`src/rtl/fx_kpad_responder_pkg.sv`:
```
// Shared types and constants for the PC-FX K-port joypad responder.
package fx_kpad_pkg;

    localparam int KPAD_WORD_W = 32;
    localparam int ID_MSB      = 31;
    localparam int ID_LSB      = 28;

    typedef enum logic [1:0] {
        IDLE   = 2'd0,
        LOADED = 2'd1,
        SHIFT  = 2'd2
    } kpad_state_e;

    localparam int BTN_I      = 0;
    localparam int BTN_II     = 1;
    localparam int BTN_III    = 2;
    localparam int BTN_IV     = 3;
    localparam int BTN_V      = 4;
    localparam int BTN_VI     = 5;
    localparam int BTN_SELECT = 6;
    localparam int BTN_RUN    = 7;
    localparam int BTN_UP     = 8;
    localparam int BTN_RIGHT  = 9;
    localparam int BTN_DOWN   = 10;
    localparam int BTN_LEFT   = 11;
    localparam int BTN_MODE1  = 12;
    localparam int BTN_MODE2  = 14;

    // An absent pad answers with an all-zero word so the host reads "nothing connected".
    function automatic logic [KPAD_WORD_W-1:0] pad_word(input logic [3:0]  id,
                                                        input logic        present,
                                                        input logic [15:0] btn);
        logic [KPAD_WORD_W-1:0] w;
        w = '0;
        if (present) begin
            w[ID_MSB:ID_LSB] = id;
            w[15:0]          = btn;
        end
        return w;
    endfunction

endpackage

```
`src/rtl/fx_kpad_responder_if.sv`:
```
// K-port pin bundle between the KPC (master) and a device (slave).
interface fx_kpad_responder_if;
    logic KP_LATCH;
    logic KP_CLK;
    logic KP_DI;
    logic KP_DO;

    modport master (output KP_LATCH, output KP_CLK, output KP_DI, input KP_DO);
    modport slave  (input KP_LATCH, input KP_CLK, input KP_DI, output KP_DO);
endinterface

```
`src/rtl/fx_kpad_responder_edge.sv`:
```
// CE-gated input register with rise/fall detection on the registered level.
module fx_kpad_edge (
    input  logic CLK,
    input  logic RES,
    input  logic CE,
    input  logic d,
    output logic level,
    output logic rise,
    output logic fall
);
    logic prev;

    always_ff @(posedge CLK) begin
        if (CE) begin
            if (RES) begin
                level <= 1'b0;
                prev  <= 1'b0;
            end else begin
                prev  <= level;
                level <= d;
            end
        end
    end

    assign rise = level & ~prev;
    assign fall = ~level & prev;
endmodule

```
`src/rtl/fx_kpad_responder.sv`:
```
// PC-FX K-port joypad responder: latch a pad word, shift it out LSB-first on KP_CLK.
// Optional receive path enabled by defining FX_KPAD_RX_EN.
//
// state  | meaning
// IDLE   | no transfer, KP_DO held high
// LOADED | KP_LATCH high, pad word reloaded each CE, KP_DO = bit 0
// SHIFT  | shifting one bit per KP_CLK rise, timeout running
module fx_kpad_responder
    import fx_kpad_pkg::*;
#(
    parameter logic [3:0] PAD_ID      = 4'hF,
    parameter int         TIMEOUT_CYC = 4096
) (
    input  logic                   CLK,
    input  logic                   RES,
    input  logic                   CE,
    fx_kpad_responder_if.slave     kp,
    input  logic                   PRESENT,
    input  logic [15:0]            BTN,
    output logic                   BUSY,
    output logic [KPAD_WORD_W-1:0] RX_DATA,
    output logic                   RX_VALID
);
    localparam int              TW     = $clog2(TIMEOUT_CYC);
    localparam logic [TW-1:0]   T_LAST = TW'(TIMEOUT_CYC - 1);
    localparam logic [1:0]      S_IDLE   = IDLE;
    localparam logic [1:0]      S_LOADED = LOADED;
    localparam logic [1:0]      S_SHIFT  = SHIFT;

    logic [1:0]             state;
    logic [5:0]             bcnt;
    logic [TW-1:0]          tcnt;
    logic [KPAD_WORD_W-1:0] shreg;
    logic [KPAD_WORD_W-1:0] shift_in;
    logic                   lat_level, lat_rise, lat_fall;
    logic                   clk_level, clk_rise, clk_fall;
    logic                   last_rise;
    logic                   unused_clk_edge;

    fx_kpad_edge u_lat_edge (
        .CLK(CLK), .RES(RES), .CE(CE), .d(kp.KP_LATCH),
        .level(lat_level), .rise(lat_rise), .fall(lat_fall)
    );

    fx_kpad_edge u_clk_edge (
        .CLK(CLK), .RES(RES), .CE(CE), .d(kp.KP_CLK),
        .level(clk_level), .rise(clk_rise), .fall(clk_fall)
    );

    assign unused_clk_edge = clk_level ^ clk_fall;

    assign shift_in  = {kp.KP_DI, shreg[KPAD_WORD_W-1:1]};
    assign last_rise = !lat_rise && (state == S_SHIFT) && clk_rise && (bcnt == 6'd31);

    // A latch rise outranks everything else, including a coincident KP_CLK rise.
    always_ff @(posedge CLK) begin
        if (CE) begin
            if (RES) begin
                state <= S_IDLE;
                bcnt  <= '0;
                tcnt  <= '0;
                shreg <= '0;
            end else if (lat_rise) begin
                state <= S_LOADED;
                shreg <= pad_word(PAD_ID, PRESENT, BTN);
                bcnt  <= '0;
                tcnt  <= '0;
            end else begin
                case (state)
                    S_LOADED: begin
                        if (lat_fall) begin
                            state <= S_SHIFT;
                            bcnt  <= '0;
                            tcnt  <= '0;
                        end else if (lat_level) begin
                            shreg <= pad_word(PAD_ID, PRESENT, BTN);
                        end
                    end
                    S_SHIFT: begin
                        if (clk_rise) begin
                            shreg <= shift_in;
                            tcnt  <= '0;
                            if (bcnt != 6'd32) bcnt <= bcnt + 6'd1;
                            if (bcnt == 6'd31) state <= S_IDLE;
                        end else if (tcnt == T_LAST) begin
                            state <= S_IDLE;
                        end else begin
                            tcnt <= tcnt + TW'(1);
                        end
                    end
                    S_IDLE:  state <= S_IDLE;
                    default: state <= S_IDLE;
                endcase
            end
        end
    end

    assign BUSY      = (state == S_LOADED) || (state == S_SHIFT);
    assign kp.KP_DO  = BUSY ? shreg[0] : 1'b1;

`ifdef FX_KPAD_RX_EN
    always_ff @(posedge CLK) begin
        if (CE) begin
            if (RES) begin
                RX_DATA  <= '0;
                RX_VALID <= 1'b0;
            end else begin
                RX_VALID <= last_rise;
                if (last_rise) RX_DATA <= shift_in;
            end
        end
    end
`else
    logic unused_rx;
    assign unused_rx = last_rise;
    assign RX_DATA   = '0;
    assign RX_VALID  = 1'b0;
`endif

endmodule

```
`src/flat_wrapper.sv`:
```
// flat-port wrapper written by rule: the top's interface ports become plain ports
module fx_kpad_responder_flat import fx_kpad_pkg::*;
#(
    parameter logic [3:0] PAD_ID      = 4'hF,
    parameter int         TIMEOUT_CYC = 4096
)
  (CLK, RES, CE, PRESENT, BTN, BUSY, RX_DATA, RX_VALID, kp_KP_LATCH, kp_KP_CLK, kp_KP_DI, kp_KP_DO);
  fx_kpad_responder_if kp_i ();
  input  logic CLK;
  input  logic RES;
  input  logic CE;
  input  logic PRESENT;
  input  logic [15:0] BTN;
  output logic BUSY;
  output logic [KPAD_WORD_W-1:0] RX_DATA;
  output logic RX_VALID;
  input wire logic [$bits(kp_i.KP_LATCH)-1:0] kp_KP_LATCH;
  input wire logic [$bits(kp_i.KP_CLK)-1:0] kp_KP_CLK;
  input wire logic [$bits(kp_i.KP_DI)-1:0] kp_KP_DI;
  output wire logic [$bits(kp_i.KP_DO)-1:0] kp_KP_DO;
  assign kp_i.KP_LATCH = kp_KP_LATCH;
  assign kp_i.KP_CLK = kp_KP_CLK;
  assign kp_i.KP_DI = kp_KP_DI;
  assign kp_KP_DO = kp_i.KP_DO;
  fx_kpad_responder #(.PAD_ID(PAD_ID), .TIMEOUT_CYC(TIMEOUT_CYC)) u_core (.CLK(CLK), .RES(RES), .CE(CE), .kp(kp_i), .PRESENT(PRESENT), .BTN(BTN), .BUSY(BUSY), .RX_DATA(RX_DATA), .RX_VALID(RX_VALID));
endmodule
```
`config.mk`:
```
export PLATFORM = sky130hd
export DESIGN_NAME = fx_kpad_responder_flat
export DESIGN_NICKNAME = d
export VERILOG_FILES = /design/src/rtl/fx_kpad_responder_pkg.sv /design/src/rtl/fx_kpad_responder_if.sv /design/src/rtl/fx_kpad_responder_edge.sv /design/src/rtl/fx_kpad_responder.sv /design/src/flat_wrapper.sv
export SDC_FILE = /design/constraint.sdc
export NUM_CORES = 1
export LEC_CHECK = 0
export ABC_CLOCK_PERIOD_IN_PS = 2700
export BUFFER_PORTS_ARGS = -buffer_cell sky130_fd_sc_hd__buf_2
export CELL_PAD_IN_SITES_DETAIL_PLACEMENT = 2
export CELL_PAD_IN_SITES_GLOBAL_PLACEMENT = 2
export CORE_MARGIN = 3
export CORE_UTILIZATION = 36
export DETAILED_ROUTE_END_ITERATION = 10
export PLACE_DENSITY_LB_ADDON = 0.1
export SLEW_MARGIN = 10
export SYNTH_ARGS = -nofsm -noshare
export SYNTH_HDL_FRONTEND = slang
export SYNTH_SLANG_ARGS = --single-unit
```
`constraint.sdc`:
```
create_clock -name CLK -period 2.7 [get_ports CLK]
set_input_delay 0.81 -clock CLK [delete_from_list [all_inputs] [get_ports CLK]]
set_output_delay 0.81 -clock CLK [all_outputs]
set_load 0.05 [all_outputs]
```
==> results of run 1 <==
cell usage after synthesis (all sizes together), types with 2 or more instances:
master,number
nand2b,2
nand2,7
inv,10
a22o,16
a21oi,5
nor3b,3
nand3,6
buf,39
xor2,3
xnor2,8
and2,13
nor3,6
edfxtp,56
nand4,2
ha,7
or3,3
nor2,19
nor2b,5
a21o,4
o21ai,5
a31oi,3
sequential cells by signal (all words and copies together), names as in the netlist:
name / flops
u_core.tcnt: 12
u_core.state: 2
u_core.shreg: 32
u_core.u_clk_edge.level: 1
u_core.bcnt: 6
u_core.u_lat_edge.level: 1
u_core.u_lat_edge.prev: 1
u_core.u_clk_edge.prev: 1
critical path: stages (launching register included):
cell                       delay [ps]
sky130_fd_sc_hd__edfxtp_1         380
sky130_fd_sc_hd__inv_1             50
sky130_fd_sc_hd__ha_1             310
sky130_fd_sc_hd__or2_2            290
sky130_fd_sc_hd__buf_2            210
area by class of cell:
| class | count | area [um2] |
|---|---|---|
| clock buffers | 5 | 68.8 |
| clock inverters | 3 | 27.5 |
| fillers | 797 | 4390 |
| inverters | 10 | 37.5 |
| multi-input cells | 155 | 952 |
| flip-flops and latches | 56 | 1680 |
| well taps | 99 | 124 |
| repair buffers | 28 | 163 |
metal layers:
layer | routed length (um) | part of all wire | track usage | up-vias
met5 | 0 | 0 | 0 | -
met4 | 68 | 0.013 | 0.0517 | 0
met3 | 191 | 0.036 | 0.0247 | 7
met2 | 2510 | 0.48 | 0.191 | 33
met1 | 2480 | 0.47 | 0.177 | 818
li1 | - | - | - | 801
through the flow:
stage / instances / total power, mW / hold WS (ps)
detailed placement: 348 / 1.37 / 508
finish: 356 / 1.83 / 533
CTS: 356 / 1.86 / 539
global placement: 348 / 1.37 / 501
floorplan: 261 / 1.34 / 495
global route: 356 / 1.92 / 554
kinds of logic after synthesis:
kind of cell,share of synthesized area
compound gates,0.0885
xor+xnor,0.0341
fa+ha+maj,0.0310
buf+inv,0.113
flops,0.595
other cells,0.00133
simple gates,0.138
worst max path at each step:
| stage | start | end | slack [ps] |
|---|---|---|---|
| floorplan | RES | u_core.shreg[0]$_SDFFCE_PP0P_ | 360 |
| global placement | RES | u_core.tcnt[4]$_SDFFCE_PN0P_ | 510 |
| detailed placement | RES | u_core.bcnt[3]$_SDFFCE_PP0P_ | 480 |
| CTS | u_core.state[0]$_SDFFCE_PP0P_ | kp_KP_DO | 310 |
| global route | u_core.state[1]$_SDFFCE_PP0P_ | kp_KP_DO | 260 |
| finish | u_core.state[0]$_SDFFCE_PP0P_ | kp_KP_DO | 340 |
power by group:
group | internal [mW] | total (mW) | switching (mW)
Combinational | 0.0723 | 0.283 | 0.211
Clock | 0.191 | 0.478 | 0.287
Sequential | 1.03 | 1.07 | 0.0318
==> metrics.txt, run 1 <==
# TYPE chip_impl_metric gauge
chip_impl_info{name="status",value="completed"} 1
chip_impl_metric{name="num_vias",unit=""} 1659
chip_impl_metric{name="slew-limit-headroom",unit=""} 0.663
chip_impl_metric{name="report.final.hold_viol_count",unit=""} 0
chip_impl_metric{name="netlist_area",unit="mm2"} 0.00283
chip_impl_metric{name="synth-edff-count",unit=""} 56
chip_impl_info{name="holdPathEnd",value="u_core.shreg[17]$_SDFFCE_PP0P_"} 1
chip_impl_metric{name="synth_seq_cells",unit=""} 56
chip_impl_info{name="ys_dominant_reg_cell",value="sky130_fd_sc_hd__edfxtp_1"} 1
chip_impl_metric{name="power_density",unit="mW/mm2"} 598
chip_impl_info{name="root_buffer",value="sky130_fd_sc_hd__clkbuf_8"} 1
chip_impl_metric{name="initial_core_util",unit=""} 0.380
chip_impl_info{name="tritoncts",value="done"} 1
chip_impl_metric{name="globalRouteTotalUtil",unit=""} 0.126
chip_impl_metric{name="boundaryPins",unit=""} 58
chip_impl_metric{name="ff2ff_path_depth",unit=""} 6
chip_impl_metric{name="route.detailed.wl_per_inst",unit="um"} 14.7
chip_impl_metric{name="distinct_cells_synth",unit=""} 33
chip_impl_metric{name="clock_skew",unit="ps"} 7.53
chip_impl_metric{name="whs_path_depth",unit=""} 1
chip_impl_metric{name="finalMaxSlewViolations",unit=""} 0
chip_impl_metric{name="holdBufCountCts",unit=""} 0
chip_impl_metric{name="drc",unit=""} 0
chip_impl_info{name="regToRegEndpoint",value="u_core.bcnt[5]$_SDFFCE_PP0P_"} 1
chip_impl_metric{name="crit_arrival",unit="ps"} 1550
chip_impl_metric{name="cp_data_required_time",unit="ps"} 1890
chip_impl_metric{name="grt_pass1_vias",unit=""} 1729
chip_impl_metric{name="post_synthesis_average_cell_area",unit="um2"} 12.3
chip_impl_metric{name="layout_stage_area_growth_over_the_synthesis_result",unit="%"} 8.01
chip_impl_metric{name="placed_area",unit="mm2"} 0.00296
chip_impl_metric{name="cap_viol_max_count",unit=""} 0
chip_impl_metric{name="fp.dieH",unit="um"} 94.6
chip_impl_metric{name="final_core_util",unit=""} 0.410
chip_impl_info{name="final_common_cell",value="sky130_fd_sc_hd__edfxtp_1"} 1
chip_impl_metric{name="crit_path_max_fanout",unit=""} 2
chip_impl_metric{name="share_of_synthesized_flip_flops_with_an_asynchronous_set_or_reset",unit=""} 0
chip_impl_metric{name="setup_slack",unit="ps"} 341
chip_impl_metric{name="chipWidth",unit="um"} 94.6
chip_impl_info{name="unrepaired_setup_endpoints_after_global_routing",value="no"} 1
chip_impl_info{name="element_type_at_the_critical_path_start",value="register"} 1
chip_impl_metric{name="final_min_period_over_clock_period",unit=""} 0.874
chip_impl_metric{name="drtIter0Drc",unit=""} 88
chip_impl_metric{name="post-route-cell-area",unit="mm2"} 0.00305
chip_impl_metric{name="final_antenna_net_count",unit=""} 0
chip_impl_metric{name="clock_tree.htree_level_count",unit=""} 2
chip_impl_metric{name="core_area",unit="mm2"} 0.00745
chip_impl_info{name="final_cell_mix",value="56 x sky130_fd_sc_hd__edfxtp_1, 33 x sky130_fd_sc_hd__conb_1, 24 x sky130_fd_sc_hd__buf_2"} 1
chip_impl_metric{name="die_area",unit="mm2"} 0.00895
chip_impl_metric{name="number_of_antenna_violations_at_the_first_check_in_global_routing",unit=""} 0
chip_impl_metric{name="final_nets",unit=""} 286
chip_impl_metric{name="dpl_worst_slack",unit="ps"} 479
chip_impl_metric{name="ys.warnings.count",unit=""} 0
chip_impl_metric{name="final.min_clock_period",unit="ps"} 2360
chip_impl_info{name="launching_point_of_the_worst_reg2reg_path",value="u_core.u_lat_edge.prev$_SDFFCE_PP0P_"} 1
chip_impl_metric{name="wire_length_of_the_first_global_routing_pass",unit="um"} 8690
chip_impl_metric{name="leakagePower",unit="nW"} 1.19
chip_impl_metric{name="yosysSeqAreaShare",unit=""} 0.595
chip_impl_info{name="synthDominantAreaCellType",value="sky130_fd_sc_hd__edfxtp_1"} 1
chip_impl_metric{name="drt-pass1-iter-count",unit=""} 3
chip_impl_metric{name="synthesis.instances",unit=""} 229
chip_impl_metric{name="worst_skew_pair_later_pin_latency",unit="ps"} 310
chip_impl_metric{name="post_route_cells_drive_above_1_share",unit=""} 0.163
chip_impl_metric{name="clkTransAtPathRegs",unit="ps"} 100
chip_impl_metric{name="clock_sinks",unit=""} 56
chip_impl_metric{name="grt_overflow",unit=""} 0
chip_impl_metric{name="numPortBuffers",unit=""} 24
chip_impl_metric{name="tritoncts.num_buffers",unit=""} 5
chip_impl_metric{name="cts.repair_timing.setup_buffer_count",unit=""} 0
chip_impl_metric{name="max_slew.worst_pin.slew",unit="ps"} 504
chip_impl_info{name="worst_setup_path_end_kind",value="output port"} 1
chip_impl_metric{name="routabilityCongestion",unit=""} 0.692
chip_impl_metric{name="vias_per_std_cell",unit=""} 4.66
chip_impl_metric{name="timing.fmax",unit="GHz"} 0.424
chip_impl_metric{name="dp_hpwl",unit="um"} 3780
chip_impl_info{name="min_from",value="u_core.shreg[18]$_SDFFCE_PP0P_"} 1
chip_impl_info{name="worst_hold_path_type",value="reg2reg"} 1
chip_impl_metric{name="antenna_cells",unit=""} 0
chip_impl_metric{name="timing.final.setup_violations",unit=""} 0
chip_impl_metric{name="grt_start_max_net_pins",unit=""} 36
chip_impl_metric{name="timing.reg2reg.setup_slack",unit="ps"} 780
chip_impl_info{name="synth.top_cells.by_area",value="sky130_fd_sc_hd__edfxtp_1 59%, sky130_fd_sc_hd__buf_4 8.8%, sky130_fd_sc_hd__a22o_1 5.0%, sky130_fd_sc_hd__ha_1 3.1%, sky130_fd_sc_hd__and2_1 2.9%"} 1
chip_impl_metric{name="floorplan.rows",unit=""} 31
chip_impl_metric{name="resize_count_post_cts",unit=""} 0
chip_impl_info{name="timing.setup.critical_path_class",value="reg2out"} 1
chip_impl_metric{name="max-vdd-ir-drop",unit="V"} 0.000284
chip_impl_metric{name="setup-tns-final",unit="ps"} 0
chip_impl_metric{name="yosys.area.top_type_share",unit=""} 0.595
chip_impl_metric{name="clock_tree.buffer_depth",unit=""} 2
chip_impl_metric{name="wirelength",unit="um"} 5250
No activity file was read; power rests on OpenSTA's default activity.
==> run 2, diff against run 1 <==
--- a/config.mk
+++ b/config.mk
@@ -12,7 +12,8 @@
 export CORE_MARGIN = 3
 export CORE_UTILIZATION = 36
 export DETAILED_ROUTE_END_ITERATION = 10
-export PLACE_DENSITY_LB_ADDON = 0.1
+export MAX_ROUTING_LAYER = met4
+export PLACE_DENSITY_LB_ADDON = 0.2
 export SLEW_MARGIN = 10
 export SYNTH_ARGS = -nofsm -noshare
 export SYNTH_HDL_FRONTEND = slang
==> run 2 against run 1 <==
Effect of this change: via count up 0.24%; final cell count is the same; clock skew is 4.6 ps lower; critical path type unchanged; highest routed layer unchanged.
==> metrics.txt, run 2 (synthesis gave the netlist of run 1 again) <==
# TYPE chip_impl_metric gauge
chip_impl_metric{name="grt_start_max_net_pins",unit=""} 36
chip_impl_info{name="holdPathEnd",value="u_core.shreg[28]$_SDFFCE_PP0P_"} 1
chip_impl_metric{name="max_slew.worst_pin.slew",unit="ps"} 521
chip_impl_info{name="unrepaired_setup_endpoints_after_global_routing",value="no"} 1
chip_impl_metric{name="crit_arrival",unit="ps"} 1550
chip_impl_info{name="timing.setup.critical_path_class",value="reg2out"} 1
chip_impl_metric{name="timing.reg2reg.setup_slack",unit="ps"} 710
chip_impl_metric{name="core_area",unit="mm2"} 0.00745
chip_impl_metric{name="final_min_period_over_clock_period",unit=""} 0.873
chip_impl_metric{name="antenna_cells",unit=""} 0
chip_impl_metric{name="report.power.total",unit="mW"} 1.86
chip_impl_metric{name="dp_hpwl",unit="um"} 3870
chip_impl_metric{name="dpl_worst_slack",unit="ps"} 459
chip_impl_metric{name="chipWidth",unit="um"} 94.6
chip_impl_info{name="min_from",value="u_core.shreg[29]$_SDFFCE_PP0P_"} 1
chip_impl_metric{name="clock_sinks",unit=""} 56
chip_impl_info{name="regToRegEndpoint",value="u_core.bcnt[4]$_SDFFCE_PP0P_"} 1
chip_impl_metric{name="clock_tree.buffer_depth",unit=""} 2
chip_impl_metric{name="timing.critical_path.slowest_cell_delay",unit="ps"} 370
chip_impl_info{name="final_cell_mix",value="56 x sky130_fd_sc_hd__edfxtp_1, 33 x sky130_fd_sc_hd__conb_1, 24 x sky130_fd_sc_hd__buf_2"} 1
chip_impl_metric{name="setup_slack",unit="ps"} 344
chip_impl_metric{name="boundaryPins",unit=""} 58
chip_impl_metric{name="fp.dieH",unit="um"} 94.6
chip_impl_metric{name="slew-limit-headroom",unit=""} 0.652
chip_impl_metric{name="number_of_antenna_violations_at_the_first_check_in_global_routing",unit=""} 0
chip_impl_metric{name="grt_overflow",unit=""} 0
chip_impl_metric{name="grt_pass1_vias",unit=""} 1712
chip_impl_metric{name="ff2ff_path_depth",unit=""} 6
chip_impl_metric{name="route.detailed.wl_per_inst",unit="um"} 15.3
chip_impl_metric{name="num_vias",unit=""} 1663
chip_impl_info{name="largest_registers",value="u_core.shreg (32), u_core.tcnt (12), u_core.bcnt (6)"} 1
chip_impl_metric{name="finalNonFillerCells",unit=""} 356
chip_impl_metric{name="cap_viol_max_count",unit=""} 0
chip_impl_info{name="worst_setup_path_startpoint",value="u_core.state[0]$_SDFFCE_PP0P_"} 1
chip_impl_metric{name="drt-pass1-iter-count",unit=""} 3
chip_impl_info{name="launching_point_of_the_worst_reg2reg_path",value="u_core.u_lat_edge.prev$_SDFFCE_PP0P_"} 1
chip_impl_metric{name="wire_length_of_the_first_global_routing_pass",unit="um"} 8780
chip_impl_metric{name="power_density",unit="mW/mm2"} 608
chip_impl_info{name="top_register",value="u_core.shreg"} 1
chip_impl_metric{name="report.final.hold_viol_count",unit=""} 0
chip_impl_metric{name="grt_util_met1",unit=""} 0.177
chip_impl_metric{name="initial_core_util",unit=""} 0.380
chip_impl_info{name="worst_setup_path_end_kind",value="output port"} 1
chip_impl_metric{name="setup-tns-final",unit="ps"} 0
chip_impl_metric{name="global_route.usage.met3",unit=""} 0.0239
chip_impl_metric{name="critical_path_buf_inv_count",unit=""} 2
chip_impl_metric{name="tritoncts.num_buffers",unit=""} 5
chip_impl_metric{name="post_route_cells_drive_above_1_share",unit=""} 0.163
chip_impl_metric{name="whs_path_depth",unit=""} 1
chip_impl_metric{name="vias_per_std_cell",unit=""} 4.67
chip_impl_metric{name="final_antenna_net_count",unit=""} 0
chip_impl_metric{name="crit_path_max_fanout",unit=""} 2
chip_impl_metric{name="holdBufCountCts",unit=""} 0
chip_impl_metric{name="clock_tree.htree_level_count",unit=""} 2
chip_impl_metric{name="routabilityCongestion",unit=""} 0.710
chip_impl_info{name="cpLargestDelayFamily",value="flip-flops"} 1
chip_impl_metric{name="fin_hold_ws",unit="ps"} 539
chip_impl_metric{name="drc",unit=""} 0
chip_impl_metric{name="max-vdd-ir-drop",unit="V"} 0.000279
chip_impl_info{name="tritoncts",value="done"} 1
chip_impl_metric{name="grt.met2_usage",unit=""} 0.204
chip_impl_metric{name="worst_skew_pair_later_pin_latency",unit="ps"} 320
chip_impl_metric{name="leakagePower",unit="nW"} 1.19
chip_impl_metric{name="wirelength",unit="um"} 5460
chip_impl_metric{name="final.min_clock_period",unit="ps"} 2360
chip_impl_info{name="final_common_cell",value="sky130_fd_sc_hd__edfxtp_1"} 1
chip_impl_info{name="busiest_layer",value="met2"} 1
chip_impl_metric{name="resize_count_post_cts",unit=""} 0
chip_impl_metric{name="timing.fmax",unit="GHz"} 0.424
chip_impl_info{name="root_buffer",value="sky130_fd_sc_hd__clkbuf_8"} 1
chip_impl_metric{name="floorplan.rows",unit=""} 31
chip_impl_metric{name="post-route-cell-area",unit="mm2"} 0.00306
chip_impl_info{name="worst_hold_path_type",value="reg2reg"} 1
chip_impl_metric{name="instance_count_after_placement_with_tap_cells_included",unit=""} 348
chip_impl_metric{name="cts.repair_timing.setup_buffer_count",unit=""} 0
chip_impl_info{name="status",value="completed"} 1
chip_impl_metric{name="clkTransAtPathRegs",unit="ps"} 110
chip_impl_metric{name="timing.final.setup_violations",unit=""} 0
chip_impl_metric{name="die_area",unit="mm2"} 0.00895
chip_impl_metric{name="clock_skew",unit="ps"} 2.92
chip_impl_metric{name="numPortBuffers",unit=""} 24
chip_impl_metric{name="globalRouteTotalUtil",unit=""} 0.133
chip_impl_metric{name="drtIter0Drc",unit=""} 63
chip_impl_metric{name="layout_stage_area_growth_over_the_synthesis_result",unit="%"} 8.05
chip_impl_metric{name="number_of_flip_flops_under_the_largest_register_name",unit=""} 32
chip_impl_info{name="worstPathCellList",value="inv_1 > ha_1 > or2_2 > buf_2"} 1
chip_impl_info{name="critical_path.slowest_cell",value="sky130_fd_sc_hd__edfxtp_1"} 1
chip_impl_metric{name="placed_area",unit="mm2"} 0.00296
chip_impl_metric{name="finalMaxSlewViolations",unit=""} 0
chip_impl_metric{name="final_core_util",unit=""} 0.410
chip_impl_metric{name="final_nets",unit=""} 286
chip_impl_metric{name="cp_data_required_time",unit="ps"} 1890
chip_impl_info{name="element_type_at_the_critical_path_start",value="register"} 1
==> run 2: cell count changes in the layout (fill, tap and decap cells not counted), sizes merged <==
cell / previous run / this run
clkinv: 1 / 0
inv: 11 / 13
clkinvlp: 1 / 0
==> run 2: routing by layer <==
metal,vias to the layer above,part of all wire
met1,822,0.46
met3,5,0.032
met2,33,0.49
met5,-,0
li1,803,-
met4,0,0.013
==> run 2: final cells by class <==
type / count / area [um2]
Fill cell: 804 / 4390
Sequential cell: 56 / 1680
Tap cell: 99 / 124
Multi-Input combinational cell: 155 / 952
Timing Repair Buffer: 28 / 163
Clock buffer: 5 / 68.8
Inverter: 10 / 37.5
Clock inverter: 3 / 28.8
==> run 2: power by group <==
group | leakage, nW | internal (mW) | switching [mW]
clock network | 0.0511 | 0.197 | 0.310
logic | 0.585 | 0.0721 | 0.212
registers | 0.558 | 1.03 | 0.0327
==> run 2: how the worst max path moves through the flow <==
| stage | endpoint | cells after the start |
|---|---|---|
| CTS | kp_KP_DO | 3 |
| global placement | u_core.tcnt[4]$_SDFFCE_PN0P_ | 6 |
| finish | kp_KP_DO | 4 |
| floorplan | u_core.shreg[0]$_SDFFCE_PP0P_ | 4 |
| detailed placement | u_core.tcnt[5]$_SDFFCE_PN0P_ | 6 |
| global route | kp_KP_DO | 3 |
